<file path="src/rtl/mcycle_pkg.sv">
// Shared types and op encodings for the multi-cycle multiply/divide unit.
package mcycle_pkg;

  typedef enum logic [1:0] {
    IDLE    = 2'b00,
    COMPUTE = 2'b01,
    DONE    = 2'b10
  } state_t;

  localparam logic [1:0] MCYC_SMUL = 2'b00;
  localparam logic [1:0] MCYC_UMUL = 2'b01;
  localparam logic [1:0] MCYC_SDIV = 2'b10;
  localparam logic [1:0] MCYC_UDIV = 2'b11;

  function automatic logic isSigned(input logic [1:0] op);
    return ~op[0];
  endfunction

  function automatic logic isDiv(input logic [1:0] op);
    return op[1];
  endfunction

endpackage

</file>
<file path="src/rtl/mcycle_unit_if.sv">
// Execute-stage handshake between the pipeline and the multiply/divide unit.
interface mcycle_unit_if #(parameter int WIDTH = 32);
  logic             Start;
  logic [1:0]       MCycleOp;
  logic [WIDTH-1:0] Operand1;
  logic [WIDTH-1:0] Operand2;
  logic [WIDTH-1:0] Result1;
  logic [WIDTH-1:0] Result2;
  logic             Busy;
  logic             Done;

  modport master (output Start, MCycleOp, Operand1, Operand2,
                  input  Result1, Result2, Busy, Done);
  modport slave  (input  Start, MCycleOp, Operand1, Operand2,
                  output Result1, Result2, Busy, Done);
endinterface

</file>
<file path="src/rtl/mcycle_sign_adjust.sv">
// Conditional two's-complement: passes dataIn through, or its negation when negate is set.
module mcycle_sign_adjust #(parameter int WIDTH = 32) (
  input  logic [WIDTH-1:0] dataIn,
  input  logic             negate,
  output logic [WIDTH-1:0] dataOut
);

  // Negate or pass through.
  always_comb begin
    if (negate) dataOut = ~dataIn + WIDTH'(1);
    else        dataOut = dataIn;
  end

endmodule

</file>
<file path="src/rtl/mcycle_unit.sv">
// Multi-cycle multiply (shift-add) / divide (restoring) unit on operand magnitudes.
// Optional macro MCYCLE_FAST_MUL_EN: multiplies use a single-cycle array product.
module mcycle_unit import mcycle_pkg::*; #(parameter int WIDTH = 32) (
  input logic         CLK,
  input logic         RESETn,
  mcycle_unit_if.slave bus
);

  localparam int CNT_W = $clog2(WIDTH);
  localparam logic [CNT_W-1:0] LAST_CNT = CNT_W'(WIDTH - 1);
  localparam logic [WIDTH-1:0] MOST_NEG = {1'b1, {(WIDTH-1){1'b0}}};

  state_t           state_r;
  logic [1:0]       op_r;
  logic [CNT_W-1:0] cnt_r;
  logic [WIDTH-1:0] hi_r, lo_r, mag_r, op1_r, result1_r, result2_r;
  logic             negRes_r, negRem_r, divZero_r, ovf_r, done_r;

  logic             signedIn_s, fastMul_s, lastIter_s;
  logic [WIDTH-1:0] magA_s, magB_s, iterHi_s, iterLo_s, stepHi_s, stepLo_s;
  logic [WIDTH-1:0] quotAdj_s, remAdj_s, res1_s, res2_s;
  logic [WIDTH:0]   sum_s, shifted_s;
  logic [2*WIDTH-1:0] prodAdj_s;

  assign signedIn_s = isSigned(bus.MCycleOp);
  assign bus.Busy   = (bus.Start && (state_r != COMPUTE)) || (state_r == COMPUTE);
  assign bus.Done   = done_r;
  assign bus.Result1 = result1_r;
  assign bus.Result2 = result2_r;

  mcycle_sign_adjust #(.WIDTH(WIDTH)) uMagA (
    .dataIn(bus.Operand1), .negate(signedIn_s & bus.Operand1[WIDTH-1]), .dataOut(magA_s));
  mcycle_sign_adjust #(.WIDTH(WIDTH)) uMagB (
    .dataIn(bus.Operand2), .negate(signedIn_s & bus.Operand2[WIDTH-1]), .dataOut(magB_s));
  mcycle_sign_adjust #(.WIDTH(2*WIDTH)) uProd (
    .dataIn({stepHi_s, stepLo_s}), .negate(negRes_r), .dataOut(prodAdj_s));
  mcycle_sign_adjust #(.WIDTH(WIDTH)) uQuot (
    .dataIn(stepLo_s), .negate(negRes_r), .dataOut(quotAdj_s));
  mcycle_sign_adjust #(.WIDTH(WIDTH)) uRem (
    .dataIn(stepHi_s), .negate(negRem_r), .dataOut(remAdj_s));

  // One iteration: hi:lo is the product accumulator, or remainder:dividend/quotient.
  always_comb begin
    sum_s     = {1'b0, hi_r} + (lo_r[0] ? {1'b0, mag_r} : {(WIDTH+1){1'b0}});
    shifted_s = {hi_r, lo_r[WIDTH-1]};
    if (isDiv(op_r)) begin
      if (shifted_s >= {1'b0, mag_r}) begin
        iterHi_s = WIDTH'(shifted_s - {1'b0, mag_r});
        iterLo_s = {lo_r[WIDTH-2:0], 1'b1};
      end else begin
        iterHi_s = shifted_s[WIDTH-1:0];
        iterLo_s = {lo_r[WIDTH-2:0], 1'b0};
      end
    end else begin
      iterHi_s = sum_s[WIDTH:1];
      iterLo_s = {sum_s[0], lo_r[WIDTH-1:1]};
    end
  end

`ifdef MCYCLE_FAST_MUL_EN
  logic [2*WIDTH-1:0] fastProd_s;
  assign fastMul_s  = ~isDiv(op_r);
  assign fastProd_s = {{WIDTH{1'b0}}, mag_r} * {{WIDTH{1'b0}}, lo_r};

  // Fast multiply bypasses the iterative step.
  always_comb begin
    if (fastMul_s) begin
      {stepHi_s, stepLo_s} = fastProd_s;
    end else begin
      stepHi_s = iterHi_s;
      stepLo_s = iterLo_s;
    end
  end
`else
  assign fastMul_s = 1'b0;

  // Every op goes through the iterative step.
  always_comb begin
    stepHi_s = iterHi_s;
    stepLo_s = iterLo_s;
  end
`endif

  assign lastIter_s = fastMul_s || (cnt_r == LAST_CNT);

  // Final result selection; special divide cases were flagged when the op was latched.
  always_comb begin
    if (!isDiv(op_r)) begin
      {res2_s, res1_s} = prodAdj_s;
    end else if (divZero_r) begin
      res1_s = {WIDTH{1'b1}};
      res2_s = op1_r;
    end else if (ovf_r) begin
      res1_s = op1_r;
      res2_s = {WIDTH{1'b0}};
    end else begin
      res1_s = quotAdj_s;
      res2_s = remAdj_s;
    end
  end

  // Control FSM and datapath registers.
  always_ff @(posedge CLK) begin
    if (!RESETn) begin
      state_r   <= IDLE;
      op_r      <= 2'b00;
      cnt_r     <= {CNT_W{1'b0}};
      hi_r      <= {WIDTH{1'b0}};
      lo_r      <= {WIDTH{1'b0}};
      mag_r     <= {WIDTH{1'b0}};
      op1_r     <= {WIDTH{1'b0}};
      result1_r <= {WIDTH{1'b0}};
      result2_r <= {WIDTH{1'b0}};
      negRes_r  <= 1'b0;
      negRem_r  <= 1'b0;
      divZero_r <= 1'b0;
      ovf_r     <= 1'b0;
      done_r    <= 1'b0;
    end else begin
      done_r <= 1'b0;
      case (state_r)
        IDLE, DONE: begin
          if (bus.Start) begin
            state_r   <= COMPUTE;
            op_r      <= bus.MCycleOp;
            cnt_r     <= {CNT_W{1'b0}};
            hi_r      <= {WIDTH{1'b0}};
            lo_r      <= isDiv(bus.MCycleOp) ? magA_s : magB_s;
            mag_r     <= isDiv(bus.MCycleOp) ? magB_s : magA_s;
            op1_r     <= bus.Operand1;
            negRes_r  <= signedIn_s & (bus.Operand1[WIDTH-1] ^ bus.Operand2[WIDTH-1]);
            negRem_r  <= signedIn_s & bus.Operand1[WIDTH-1];
            divZero_r <= (bus.Operand2 == {WIDTH{1'b0}});
            ovf_r     <= (bus.MCycleOp == MCYC_SDIV) && (bus.Operand1 == MOST_NEG) &&
                         (bus.Operand2 == {WIDTH{1'b1}});
          end else begin
            state_r <= IDLE;
          end
        end
        COMPUTE: begin
          hi_r  <= stepHi_s;
          lo_r  <= stepLo_s;
          cnt_r <= cnt_r + CNT_W'(1);
          if (lastIter_s) begin
            result1_r <= res1_s;
            result2_r <= res2_s;
            done_r    <= 1'b1;
            state_r   <= DONE;
          end else begin
            state_r <= COMPUTE;
          end
        end
        default: state_r <= IDLE;
      endcase
    end
  end

endmodule

</file>
<file path="src/flat_wrapper.sv">
// flat-port wrapper written by rule: the top's interface ports become plain ports
module mcycle_unit_flat import mcycle_pkg::*;
#(parameter int WIDTH = 32)
  (CLK, RESETn, bus_Start, bus_MCycleOp, bus_Operand1, bus_Operand2, bus_Result1, bus_Result2, bus_Busy, bus_Done);
  mcycle_unit_if #(.WIDTH(WIDTH)) bus_i ();
  input logic CLK;
  input logic RESETn;
  input wire logic [$bits(bus_i.Start)-1:0] bus_Start;
  input wire logic [$bits(bus_i.MCycleOp)-1:0] bus_MCycleOp;
  input wire logic [$bits(bus_i.Operand1)-1:0] bus_Operand1;
  input wire logic [$bits(bus_i.Operand2)-1:0] bus_Operand2;
  output wire logic [$bits(bus_i.Result1)-1:0] bus_Result1;
  output wire logic [$bits(bus_i.Result2)-1:0] bus_Result2;
  output wire logic [$bits(bus_i.Busy)-1:0] bus_Busy;
  output wire logic [$bits(bus_i.Done)-1:0] bus_Done;
  assign bus_i.Start = bus_Start;
  assign bus_i.MCycleOp = bus_MCycleOp;
  assign bus_i.Operand1 = bus_Operand1;
  assign bus_i.Operand2 = bus_Operand2;
  assign bus_Result1 = bus_i.Result1;
  assign bus_Result2 = bus_i.Result2;
  assign bus_Busy = bus_i.Busy;
  assign bus_Done = bus_i.Done;
  mcycle_unit #(.WIDTH(WIDTH)) u_core (.CLK(CLK), .RESETn(RESETn), .bus(bus_i));
endmodule
</file>
<file path="config.mk">
export PLATFORM = sky130hd
export DESIGN_NAME = mcycle_unit_flat
export DESIGN_NICKNAME = d
export VERILOG_FILES = /design/src/rtl/mcycle_pkg.sv /design/src/rtl/mcycle_unit_if.sv /design/src/rtl/mcycle_sign_adjust.sv /design/src/rtl/mcycle_unit.sv /design/src/flat_wrapper.sv
export SDC_FILE = /design/constraint.sdc
export NUM_CORES = 1
export LEC_CHECK = 0
export CAP_MARGIN = 25
export CORE_MARGIN = 1
export CORE_UTILIZATION = 35
export CTS_CLUSTER_DIAMETER = 150
export DETAILED_ROUTE_END_ITERATION = 8
export SLEW_MARGIN = 20
export SYNTH_ARGS = -nofsm -noshare
export SYNTH_HDL_FRONTEND = slang
export SYNTH_SLANG_ARGS = --single-unit
</file>
<file path="constraint.sdc">
create_clock -name CLK -period 8.34 [get_ports CLK]
set_clock_uncertainty 0.2 [all_clocks]
set_input_delay 0.834 -clock CLK [delete_from_list [all_inputs] [get_ports CLK]]
set_output_delay 0.834 -clock CLK [all_outputs]
set_load 0.02 [all_outputs]
</file>
# ---- Yosys cells after proc, flatten, opt, wreduce, memory -nomap -nowiden
# Cells that the tools add are included.
dict set report word_totals {
  elab_cells 81
  reg_bits 206
}
dict set report op_classes {
  n_addsub 8
  n_mux 28
  n_lt_le_gt_ge 1
  n_eq_ne 8
  n_bitwise 10
  reduce_logical 12
}
# op count
set ops {}
lappend ops {{$mux 32} 18}
lappend ops {{$add 32x1->32 const B} 4}
lappend ops {{$not 32->32} 4}
lappend ops {{$pmux 32 s2} 2}
lappend ops {{$add 64x1->64 const B} 1}
lappend ops {{$eq 32x32->1 const B} 2}
lappend ops {{$mux 64} 1}
lappend ops {{$not 64->64} 1}
lappend ops {{$add 32x32->33} 1}
lappend ops {{$ge 33x32->1} 1}
lappend ops {{$logic_not 32->1} 1}
lappend ops {{$sub 32x32->32} 1}
lappend ops {{$pmux 5 s2} 1}
lappend ops {{$reduce_and 2->1} 4}
lappend ops {{$add 5x1->5 const B} 1}
lappend ops {{$eq 5x5->1 const B} 1}
lappend ops {{$mux 5} 1}
lappend ops {{$eq 2x2->1 const B} 2}
lappend ops {{$pmux 2 s2} 1}
lappend ops {{$and 1x1->1} 3}
lappend ops {{$logic_and 1x1->1} 3}
lappend ops {{$mux 1} 3}
lappend ops {{$eq 2x1->1 const B} 1}
lappend ops {{$logic_not 2->1} 1}
lappend ops {{other kinds (8)} 8}

# ---- Logic depth before layout (Yosys ltp)
# Gate-level depths: netlist of run 1.
dict set report logic_depth {
  ltp_word 9
  ltp_mapped 20
  ltp_nobuf 17
}

# ---- By module
# From an unflattened synthesis of run 1, not the netlist that was laid out.
dict set report hier_totals {
  cells_unflattened 2443
  hier_area_um2 19162.1
}
# mod cells_per_inst area_each_um2 instances
set by_module_without_submodules {}
lappend by_module_without_submodules {mcycle_unit 1850 14523.9 1}
lappend by_module_without_submodules {{mcycle_sign_adjust (u_core.uMagA ...)} 99 777.0 4}
lappend by_module_without_submodules {{mcycle_sign_adjust (u_core.uProd)} 197 1530.2 1}

# ---- Worst setup path before layout of run 1
# OpenSTA, ideal clock, no wires.
dict set report synth_timing {
  kind {reg2reg}
  startpoint {reg u_core.lo_r[31]}
  endpoint {reg u_core.result2_r[28] (netlist: u_core.bus.Result2[28])}
  required_time_ns 8.018
  period_less_slack_ns 4.563
  path_stages_with_launch 18
  setup_time_ns 0.122
  n_path_buf 0
  setup_slack_ns 3.777
  t_arrival_ns 4.242
  cell_sequence {dfxtp_1 > inv_1 > ha_1 > inv_1 > fa_1 > a21o_1 > a221oi_2 > o21ba_2 > o21ai_0 > xor2_1 > a311o_1 > a311o_1 > a211oi_1 > nand2_1 > o41ai_1 > xor2_1 > a221oi_1 > nor2_1}
}
dict set report synth_via {
  elab_chain_len 9
  elab_cells_between_ends 15
}
# item line_no
set synth_lines {}
lappend synth_lines {{start: declaration} mcycle_unit.sv:16} ;# logic [WIDTH-1:0] hi_r, lo_r, mag_r, op1_r, result1_r, result2_r;
lappend synth_lines {{start signal: assignment} mcycle_unit.sv:109} ;# lo_r <= {WIDTH{1'b0}};
lappend synth_lines {{start signal: assignment} mcycle_unit.sv:128} ;# lo_r <= isDiv(bus.MCycleOp) ? magA_s : magB_s;
lappend synth_lines {{start signal: assignment} mcycle_unit.sv:142} ;# lo_r <= stepLo_s;
lappend synth_lines {{$sub 32x32->32 / $ge 33x32->1 (equally long branches)} {mcycle_unit.sv:48, mcycle_unit.sv:47}}
lappend synth_lines {{$mux 32} mcycle_unit.sv:47} ;# if (shifted_s >= {1'b0, mag_r}) begin
lappend synth_lines {{$mux 32} mcycle_unit.sv:46} ;# if (isDiv(op_r)) begin
lappend synth_lines {{$not 32->32} mcycle_sign_adjust.sv:10} ;# if (negate) dataOut = ~dataIn + WIDTH'(1);
lappend synth_lines {{$add 32x1->32} mcycle_sign_adjust.sv:10}
lappend synth_lines {{$mux 32} mcycle_sign_adjust.sv:10}
lappend synth_lines {{$mux 32} mcycle_unit.sv:93} ;# end else if (ovf_r) begin
lappend synth_lines {{$mux 32} mcycle_unit.sv:90} ;# end else if (divZero_r) begin
lappend synth_lines {{$mux 32 *} mcycle_unit.sv:88} ;# if (!isDiv(op_r)) begin
lappend synth_lines {{end signal: assignment} mcycle_unit.sv:113} ;# result2_r <= {WIDTH{1'b0}};
lappend synth_lines {{end signal: assignment} mcycle_unit.sv:146} ;# result2_r <= res2_s;
lappend synth_lines {{end: declaration} mcycle_unit.sv:16}
# Mark *: on every way between the ends. The rest lies on a longest branch, timed or not.
# A chain may end at the register's enable or synchronous reset.

# ---- Worst setup path after layout of run 1
dict set report layout_timing {
  startpoint {reg u_core.mag_r[26]}
  endpoint {reg u_core.result2_r[28] (netlist: u_core.bus.Result2[28])}
}
dict set report layout_via {
  elab_chain_len 9
  elab_cells_between_ends 17
}
# item line_no
set layout_lines {}
lappend layout_lines {{start: declaration} mcycle_unit.sv:16}
lappend layout_lines {{start signal: assignment} mcycle_unit.sv:110} ;# mag_r <= {WIDTH{1'b0}};
lappend layout_lines {{start signal: assignment} mcycle_unit.sv:129} ;# mag_r <= isDiv(bus.MCycleOp) ? magB_s : magA_s;
lappend layout_lines {{$mux 32 (tied with other cells)} mcycle_unit.sv:44} ;# sum_s = {1'b0, hi_r} + (lo_r[0] ? {1'b0, mag_r} : {(WIDTH+1){1'b0}});
lappend layout_lines {{$add 32x32->33 / $mux 32 (equally long branches)} {mcycle_unit.sv:44, mcycle_unit.sv:47}}
lappend layout_lines {{$mux 32} mcycle_unit.sv:46}
lappend layout_lines {{$not 32->32} mcycle_sign_adjust.sv:10}
lappend layout_lines {{$add 32x1->32} mcycle_sign_adjust.sv:10}
lappend layout_lines {{$mux 32} mcycle_sign_adjust.sv:10}
lappend layout_lines {{$mux 32} mcycle_unit.sv:93}
lappend layout_lines {{$mux 32} mcycle_unit.sv:90}
lappend layout_lines {{$mux 32 *} mcycle_unit.sv:88}
# Marks and branches as above.

==> results of run 1 <==
## worst max-delay path, cell delays in order, from the launching register on
cell	delay [ns]
dfxtp_1	0.35
inv_1	0.05
ha_1	0.39
a21oi_1	0.19
o21ai_1	0.18
a2111oi_4	0.43
o211a_1	0.56
nand2_1	0.49
buf_4	0.36
a311o_1	0.45
a311o_1	0.30
a211oi_1	0.51
nand2_1	0.40
o41ai_1	0.51
xor2_1	0.13
a221oi_1	0.28
nor2_1	0.06
## routing by layer
layer | part of all wire (%) | routed length, um | vias up | global-route usage [%]
met1 | 45 | 34970 | 9334 | 42.85
met2 | 42 | 32600 | 949 | 44.21
li1 | - | - | 8928 | -
met5 | 0.035 | 27 | - | 0
met3 | 9.4 | 7355 | 136 | 6.349
met4 | 3.8 | 2969 | 4 | 10.80
## placed cells by master (no fill, tap or decap), types with 18 or more instances in the layout
cell type	count
or2_2	18
a21o_1	31
clkbuf_16	27
a211oi_1	36
a31oi_1	47
a22oi_1	41
nand4_1	26
nor3_1	70
or3_1	21
buf_4	35
a21oi_1	220
xnor2_1	96
mux2i_1	35
dfxtp_1	202
nand3_1	36
o211ai_1	50
and2_1	45
a221oi_1	33
nand2_1	338
o21ai_0	178
ha_1	70
inv_1	61
o21a_1	21
xor2_1	81
nor2_1	227
o31ai_1	32
nand2b_1	20
clkdlybuf4s50_1	133
## registers in the layout, summed over array words and instances, names as in the netlist, 2 cells and up
register	flops
u_core.bus.Result2	32
u_core.lo_r	32
u_core.state_r	2
u_core.cnt_r	5
u_core.bus.Result1	32
u_core.hi_r	32
u_core.mag_r	32
u_core.op1_r	32
## power by group
group | switching (uW) | total (uW) | internal, uW | leakage [uW]
Clock | 503 | 1200 | 699 | 0.000430
Sequential | 53.3 | 1070 | 1020 | 0.00167
Combinational | 675 | 1010 | 334 | 0.00538
Total | 1230 | 3290 | 2050 | 0.00748
## metrics by stage
stage / util (%) / hold slack, ns / power [uW] / cells
final: 41.16 / 0.2523 / 3285 / 3160
after global routing: 41.14 / 0.2675 / 3411 / 3156
after CTS: 41.00 / 0.2553 / 3265 / 3152
after detailed placement: 39.20 / 0.2466 / 2071 / 3105
after global placement: 39.15 / 0.2398 / 2065 / 3102
after floorplan: - / 0.2403 / 1723 / 2443
## worst max-delay path by stage
stage | cells past startpoint | from | to
final | 16 | u_core.mag_r[26]$_SDFFE_PN0P_ | u_core.bus.Result2[28]$_SDFFE_PN0P_
after global routing | 15 | u_core.hi_r[19]$_SDFFE_PN0P_ | u_core.bus.Result2[28]$_SDFFE_PN0P_
after CTS | 16 | u_core.mag_r[26]$_SDFFE_PN0P_ | u_core.bus.Result2[28]$_SDFFE_PN0P_
after detailed placement | 16 | u_core.mag_r[26]$_SDFFE_PN0P_ | u_core.bus.Result2[28]$_SDFFE_PN0P_
after global placement | 16 | u_core.mag_r[23]$_SDFFE_PN0P_ | u_core.bus.Result2[28]$_SDFFE_PN0P_
after floorplan | 17 | u_core.lo_r[31]$_SDFFE_PN0P_ | u_core.bus.Result2[28]$_SDFFE_PN0P_
## area by class of cell
cell class / count / share of cell area, %
Multi-Input combinational cell: 1999 / 61.58
Sequential cell: 205 / 20.31
Timing Repair Buffer: 176 / 8.361
Tap cell: 664 / 4.106
Clock buffer: 35 / 3.735
Inverter: 65 / 1.218
Clock inverter: 12 / 0.6369
Antenna cell: 4 / 0.04947
## cell families after synthesis
group           after synthesis
mux                          49
fa+ha+maj                    72
buf+inv                     239
xor+xnor                    177
flops                       205
simple gates                890
compound gates              811
==> impl_metrics.toml, run 1 <==
[global_routing]
grt_max_degree = 89
grt-ovfl-total = 0
antenna_found_initial = 4
grt_pass1_vias = 17704
grt_usage_pct = 30.10
grt_pass1_wl_um = 116300

[logic_synthesis]
synth_top_area_share_pct = 23.48
ys_seq_area_share_pct = 23.48
synthXorXnorAreaFrac_pct = 8.868
netlist_instances = 2443
yosysTopAreaCell = "dfxtp_1"
ys_ff_latch = 205
yosys-top-cells-area = "dfxtp_1 23%, nand2_1 7.3%, a21oi_1 6.3%, o21ai_0 5.1%, ha_1 5.0%"
syn_area_mm2 = 0.01748
synth_common_cells = "338 x nand2_1, 230 x nor2_1, 220 x a21oi_1"
synth_fp_nets = 2584
ys_types = 92
synth_top_family_by_area = "compound AO/OA/AOI/OAI gates"
synth_compound_area_share_pct = 30.49
ys.flop_type = "dfxtp_1"
synth_edf_count = 0
synthArstFlopShare_pct = 0
synth-simple-area-share_pct = 23.56
synth_warnings = 0
synth_fa_ha_area_share_pct = 5.239
syn_avg_cell_area_um2 = 7.155
synthMuxAreaShare_pct = 2.906
yosysMostFrequentCell = "nand2_1"

[placed_design]
post-place-ws_ns = 2.435
hpwl_um = 59370
dpl_cell_area_mm2 = 0.01927
numPortBuffers = 134
gp_congestion = 0.9655

[pwr]
p_leak_uw = 0.007480
ir_worst_vdd_uv = 125.1
p_per_area_mw_per_mm2 = 162.4

[worst_setup_path]
cp.required_ns = 8.60
regToRegSetupSlack_ns = 2.37
cp.arrival_ns = 6.22
r2r_cells = 16
timing.setup.critical_path_class = "flop to flop"
cp-end-kind = "flop"
startpoint_type = "flop"
timing.rr.start = "u_core.mag_r[26]$_SDFFE_PN0P_"
rr_endpoint = "u_core.bus.Result2[28]$_SDFFE_PN0P_"
cp_max_fo = 12

[detailed_routing]
vias_per_cell = 6.124
drc_errors = 0
post_drt_wl_per_cell_um = 24.66
firstDrtPassIters = 5
vias = 19351
ant_nets = 0
wl_um = 77930
drt-initial-drc-count = 2077

[cts]
cts.sink_count = 205
clkTransAtPathRegs_ns = 0.06
cts-root-buf = "clkbuf_16"
clockBufferDepth = 3
cts_hold_buf = 0
cts_tree = "built"
post-cts-setup-buffer-count = 0
htree_levels = 1
cts_resized = 0
cts_made_buffers = 27
clock_latency_ns = 0.57

[hold_path]
hold_class = "flop to flop"
min-delay-start = "u_core.bus.Result1[29]$_SDFFE_PN0P_"
hold_end = "u_core.bus.Result1[29]$_SDFFE_PN0P_"
holdPathStages = 2

[cells_and_area]
final_area_mm2 = 0.02023
ff_latch_area_mm2 = 0.004110
fill_cells = 5127
multi_input_area_mm2 = 0.01246
areaGrowthSynthToFinish_pct = 15.75
final_nets = 2615
drive_above_1_share_pct = 6.260

[timing]
final_max_slew_viol_count = 0
rsz0062_at_grt = "false"
worst_slack_ns = 2.372
fmax_ghz = 0.1676
finalSetupViolCount = 0
tns_ns = 0
slew_headroom_pct = 25.59
worst_pin_slew_ns = 1.109
hold_viol = 0
fin_crit_sh_pct = 71.56
period_needed_ns = 5.968

[die]
coreArea_mm2 = 0.04915
initial_core_util_pct = 35.56
die_h_um = 225.5
design.die.area_mm2 = 0.05084
io_pins = 135
rows = 81
die_width_um = 225.5

[run_status]
status = "completed"

[job]
maxCapViolCount = 0
Note: power is estimated with default switching activity, not from simulation.
==> run 2, diff against run 1 <==
clock period = 5.3 ns   (was 8.34 ns; I/O delays follow)
==> run 2 against run 1 <==
Wire length is 1.0% higher. Count of clock-buffer cells in the layout is 4 lower. Sequential share of layout area is 0.52 points lower. Fmax is 18% higher. Power is 57% higher. Hold slack better by 0.0011 ns. Core utilization is 1.1 points higher. Critical endpoint is now u_core.bus.Result2[17]$_SDFFE_PN0P_. Highest routed layer unchanged.
==> impl_metrics.toml, run 2 (synthesis results as in run 1) <==
[run_status]
status = "completed"

[pwr]
switching_share_pct = 38.30
p_leak_uw = 0.007825
pwr-share-comb_pct = 32.9
p_sw_uw = 1970
clock_power_share_pct = 34.1
seqPwrFrac_pct = 33.0
p_per_area_mw_per_mm2 = 247.4
ir_worst_vdd_uv = 166.8
intPower_uw = 3173

[worst_setup_path]
timing.setup.critical_path_class = "flop to flop"
cp.required_ns = 5.53
crit_path_cell_trace = "inv_1, ha_1, nand4_1, nor4_1, nand4_1, o211ai_2, buf_4, nor3_1, a311o_1, or4_1, nor4_2, nand3_1, o211ai_1, o31ai_1, a221oi_1, a21oi_1"
cp_max_fo = 8
startpoint_type = "flop"
cp-end-kind = "flop"
critical_path.most_common_cell = "nand4_1"
cp.arrival_ns = 5.29
cp_slowest_cell = "or4_1"
slowest_delay_ns = 0.64

[global_routing]
grt_pass1_wl_um = 115000
grt_max_degree = 79
antenna_found_initial = 3
grt-ovfl-total = 0
grt_pass1_vias = 17882
grt_usage_pct = 30.26

[cts]
cts_made_buffers = 26
cts-root-buf = "clkbuf_16"
cts_hold_buf = 0
cts.sink_count = 205
clkTransAtPathRegs_ns = 0.06
htree_levels = 1
clockBufferDepth = 3
cts_tree = "built"
clock_latency_ns = 0.57

[job]
maxCapViolCount = 0

[hold_path]
hold_class = "flop to flop"

[placed_design]
gp_congestion = 0.9872
hpwl_um = 61990
numPortBuffers = 134

[die]
rows = 81
die_width_um = 225.5
initial_core_util_pct = 35.56
die_h_um = 225.5
io_pins = 135
design.die.area_mm2 = 0.05084
coreArea_mm2 = 0.04915

[cells_and_area]
fill_cells = 5072
final_nets = 2691
drive_above_1_share_pct = 9.770
mostFrequentLayoutCells = "338 x nand2_1, 227 x nor2_1, 220 x a21oi_1"
multi_input_area_mm2 = 0.01251
final_common_cell = "nand2_1"
ff_latch_area_mm2 = 0.004115
areaGrowthSynthToFinish_pct = 18.92
final_core_util_pct = 42.29

[timing]
tns_ns = 0
finalSetupViolCount = 0
fmax_ghz = 0.1975
slew_headroom_pct = 35.74
final_max_slew_viol_count = 0
rsz0062_at_grt = "false"
worst_pin_slew_ns = 0.9639
fin_crit_sh_pct = 95.54
hold_viol = 0
period_needed_ns = 5.064

[detailed_routing]
drt-initial-drc-count = 2250
wl_um = 78720
ant_nets = 0
drc_errors = 0
vias = 19516
vias_per_cell = 6.033
post_drt_wl_per_cell_um = 24.33
firstDrtPassIters = 6
run 2: final timing paths:
| path | startpoint | to | slack, ns | depth (start not counted) |
|---|---|---|---|---|
| setup / recovery | u_core.mag_r[11]$_SDFFE_PN0P_ | u_core.bus.Result2[17]$_SDFFE_PN0P_ | 0.24 | 16 |
| hold / removal | u_core.bus.Result1[24]$_SDFFE_PN0P_ | u_core.bus.Result1[24]$_SDFFE_PN0P_ | 0.25 | 2 |
| setup reg to reg | u_core.mag_r[11]$_SDFFE_PN0P_ | u_core.bus.Result2[17]$_SDFFE_PN0P_ | 0.24 | 16 |
| hold reg to reg | u_core.bus.Result1[24]$_SDFFE_PN0P_ | u_core.bus.Result1[24]$_SDFFE_PN0P_ | 0.25 | 2 |
run 2: area by class of cell:
type,instances,area share (%)
sequential,205,19.80
clock inverter,16,0.5718
multi-input combinational,1999,60.17
antenna,2,0.02408
tap,664,3.997
timing repair buffer,253,10.85
inverter,65,1.186
clock buffer,31,3.413
run 2: through the flow:
step,worst slack (ns),instance area (um^2),hold slack (ns),power [uW],cells
5_1_grt,0.02647,20780,0.2809,5355,3233
6_report,0.2362,20790,0.2535,5143,3235
3_3_place_gp,0.04088,19860,0.2405,3340,3182
2_1_floorplan,0.7368,17480,0.2403,2712,2443
3_5_place_dp,0.04807,19860,0.2520,3348,3183
4_1_cts,0.04620,20690,0.2585,5104,3230
run 2: what timing repair did:
action,4_1_cts,5_1_grt
setup endpoints to repair,0,23
endpoints found under the hold margin,0,0
resized for setup,0,19
setup buffers,0,2
run 2: layer usage:
| layer | GRT usage (%) | up-vias | routed length, um |
|---|---|---|---|
| li1 | - | 9085 | - |
| met1 | 41.23 | 9268 | 34300 |
| met2 | 41.90 | 1001 | 31260 |
| met3 | 10.60 | 158 | 9250 |
| met4 | 14.44 | 4 | 3880 |
| met5 | 0 | - | 23 |
run 2: critical path: cells and delay by family, from the launching register on:
family                     cells  cell delay [ns]
AOI/OAI and AO/OA              6             1.25
buffers and inverters          2             0.28
DFF                            1             0.44
and+or+nand+nor                7             2.27
adders and majority gates      1             0.48
run 2: power by group through the flow:
stage | logic (uW) | clock network [uW] | registers (uW)
after floorplan | 1030 | 0 | 1680
after global placement | 1620 | 0 | 1720
after detailed placement | 1620 | 0 | 1730
after CTS | 1630 | 1780 | 1690
after global routing | 1820 | 1830 | 1700
final | 1690 | 1750 | 1700
==> run 3, diff against run 2 <==
DONT_BUFFER_PORTS = 1   (was not set)
==> run 3 against run 2 <==
Non-clock buffer count fell by 142. Die area did not move. Wire length rose by 1.3%. Via count fell by 1.2%. Power rose by 1.6%. Sequential power barely moved. Flip-flop and latch count did not move. Global-route usage rose by 0.33 points. Count of clock-buffer cells in the layout rose by 1. Fmax rose by 0.26%. Critical path depth did not move. Cell count fell by 4.4%. Critical path type unchanged.
==> impl_metrics.toml, run 3 (synthesis results as in run 1) <==
[die]
coreArea_mm2 = 0.04915
die_h_um = 225.5
die_width_um = 225.5
io_pins = 135
design.die.area_mm2 = 0.05084
initial_core_util_pct = 35.56
rows = 81

[hold_path]
holdPathStages = 2
hold_class = "input port to flop"
min-delay-start = "bus_Operand2[0]"
hold_end = "u_core.mag_r[0]$_SDFFE_PN0P_"

[global_routing]
grt_use_met3_pct = 8.005
grt-ovfl-total = 0
antenna_found_initial = 1
grt_max_degree = 92
grt_pass1_wl_um = 116700
use_met2_pct = 43.83
grt-busiest-layer = "met1"
use_met1_pct = 44.33
grt_usage_pct = 30.59
grt_pass1_vias = 17444

[detailed_routing]
drc_errors = 0
vias_per_cell = 6.235
vias = 19285
wl_um = 79720
firstDrtPassIters = 7
ant_nets = 0
drt-initial-drc-count = 2627
post_drt_wl_per_cell_um = 25.77

[worst_setup_path]
cp-end-kind = "flop"
rr_endpoint = "u_core.bus.Result2[17]$_SDFFE_PN0P_"
regToRegSetupSlack_ns = 0.25
cp_max_fo = 16
cp.arrival_ns = 5.27
cp.required_ns = 5.52
startpoint_type = "flop"
timing.setup.critical_path_class = "flop to flop"
timing.rr.start = "u_core.hi_r[9]$_SDFFE_PN0P_"
r2r_cells = 16

[cells_and_area]
mostFrequentLayoutCells = "338 x nand2_1, 228 x nor2_1, 220 x a21oi_1"
final_nets = 2549
final_core_util_pct = 39.79
final_common_cell = "nand2_1"
drive_above_1_share_pct = 9.185
areaGrowthSynthToFinish_pct = 11.90

[cts]
clockBufferDepth = 3
clkTransAtPathRegs_ns = 0.07
clock_latency_ns = 0.58
cts.sink_count = 205
htree_levels = 1
cts-root-buf = "clkbuf_16"
cts_made_buffers = 26
cts_tree = "built"

[timing]
finalSetupViolCount = 0
slew_headroom_pct = 28.30
worst_pin_slew_ns = 1.069
hold_viol = 0
period_needed_ns = 5.051
final_max_slew_viol_count = 0
tns_ns = 0
rsz0062_at_grt = "false"
fin_crit_sh_pct = 95.30
fmax_ghz = 0.1980

[pwr]
p_leak_uw = 0.007336
p_per_area_mw_per_mm2 = 267.2
ir_worst_vdd_uv = 213.6

[job]
maxCapViolCount = 0

[placed_design]
gp_congestion = 1.007
numPortBuffers = 0
hpwl_um = 61670

[run_status]
status = "completed"
-- run 3: cell count changes in the layout (fill, tap and decap cells not counted), moves of 4 or more --
cell / delta
buf_4: -23
clkdlybuf4s50_1: -133
clkinv_2: -4
dlygate4sd3_1: +11
ha_1: +7
ha_2: -7
-- run 3: per-layer routing --
layer | part of all wire, % | vias up | wire [um]
met1 | 44 | 9284 | 35090
met4 | 3.0 | 0 | 2407
met2 | 41 | 1090 | 32770
met3 | 12 | 115 | 9442
met5 | 0 | - | 0
li1 | - | 8796 | -
-- run 3: worst max-delay path by stage --
| stage | start | to | slack, ns | cells past startpoint |
|---|---|---|---|---|
| 2_1_floorplan | u_core.lo_r[31]$_SDFFE_PN0P_ | u_core.bus.Result2[28]$_SDFFE_PN0P_ | 0.74 | 17 |
| 3_3_place_gp | u_core.mag_r[16]$_SDFFE_PN0P_ | u_core.bus.Result2[24]$_SDFFE_PN0P_ | 0.1 | 16 |
| 3_5_place_dp | u_core.mag_r[12]$_SDFFE_PN0P_ | u_core.bus.Result2[24]$_SDFFE_PN0P_ | 0.10 | 16 |
| 4_1_cts | u_core.mag_r[15]$_SDFFE_PN0P_ | u_core.bus.Result2[24]$_SDFFE_PN0P_ | 0.09 | 17 |
| 5_1_grt | u_core.lo_r[31]$_SDFFE_PN0P_ | u_core.bus.Result2[28]$_SDFFE_PN0P_ | 0.03 | 19 |
| 6_report | u_core.hi_r[9]$_SDFFE_PN0P_ | u_core.bus.Result2[17]$_SDFFE_PN0P_ | 0.25 | 16 |
-- run 3: layout make-up --
cell class	instances	area, um^2
diodes	1	2.502
clock buffers	32	713.2
clock inverters	16	195.2
fillers	5098	29590
inverters	65	246.5
multi-input cells	1999	12520
flip-flops and latches	205	4111
well taps	664	830.8
repair buffers	111	943.4
-- run 3: critical path, stage by stage, from the launching register on --
cell	delay (ns)
dfxtp_1	0.39
ha_1	0.42
buf_4	0.18
nand4_1	0.19
nor4_1	0.36
nand4_1	0.23
o211a_1	0.26
nand2_1	0.16
buf_4	0.28
mux2i_1	0.48
o21ai_0	0.40
nor2b_1	0.30
nand3_1	0.31
o211ai_1	0.26
o31ai_1	0.11
a221oi_1	0.28
a21oi_1	0.10
-- run 3: power breakdown --
| part | total [uW] | leakage, uW | switching, uW | internal (uW) |
|---|---|---|---|---|
| Clock | 1940 | 0.000435 | 822 | 1110 |
| Sequential | 1690 | 0.00167 | 81.5 | 1600 |
| Combinational | 1600 | 0.00523 | 1060 | 547 |
| Total | 5230 | 0.00734 | 1960 | 3270 |
-- run 3: repair_timing --
action,CTS,global route
setup endpoints to repair,0,20
endpoints found under the hold margin,54,0
hold buffers,12,0
setup buffers,0,2
resized for setup,0,10
-- run 3: per-stage QoR --
| stage | instances | setup slack, ns | instance area (um^2) | total power (uW) | hold slack (ns) |
|---|---|---|---|---|---|
| 5_1_grt | 3092 | 0.03234 | 19560 | 5407 | 0.01528 |
| 3_5_place_dp | 3030 | 0.1017 | 18450 | 3236 | 0.2573 |
| 6_report | 3093 | 0.2493 | 19560 | 5226 | 0.03106 |
| 3_3_place_gp | 3026 | 0.09798 | 18360 | 3229 | 0.2446 |
| 4_1_cts | 3090 | 0.09412 | 19490 | 5169 | 0.004949 |
| 2_1_floorplan | 2443 | 0.7368 | 17480 | 2712 | 0.2403 |
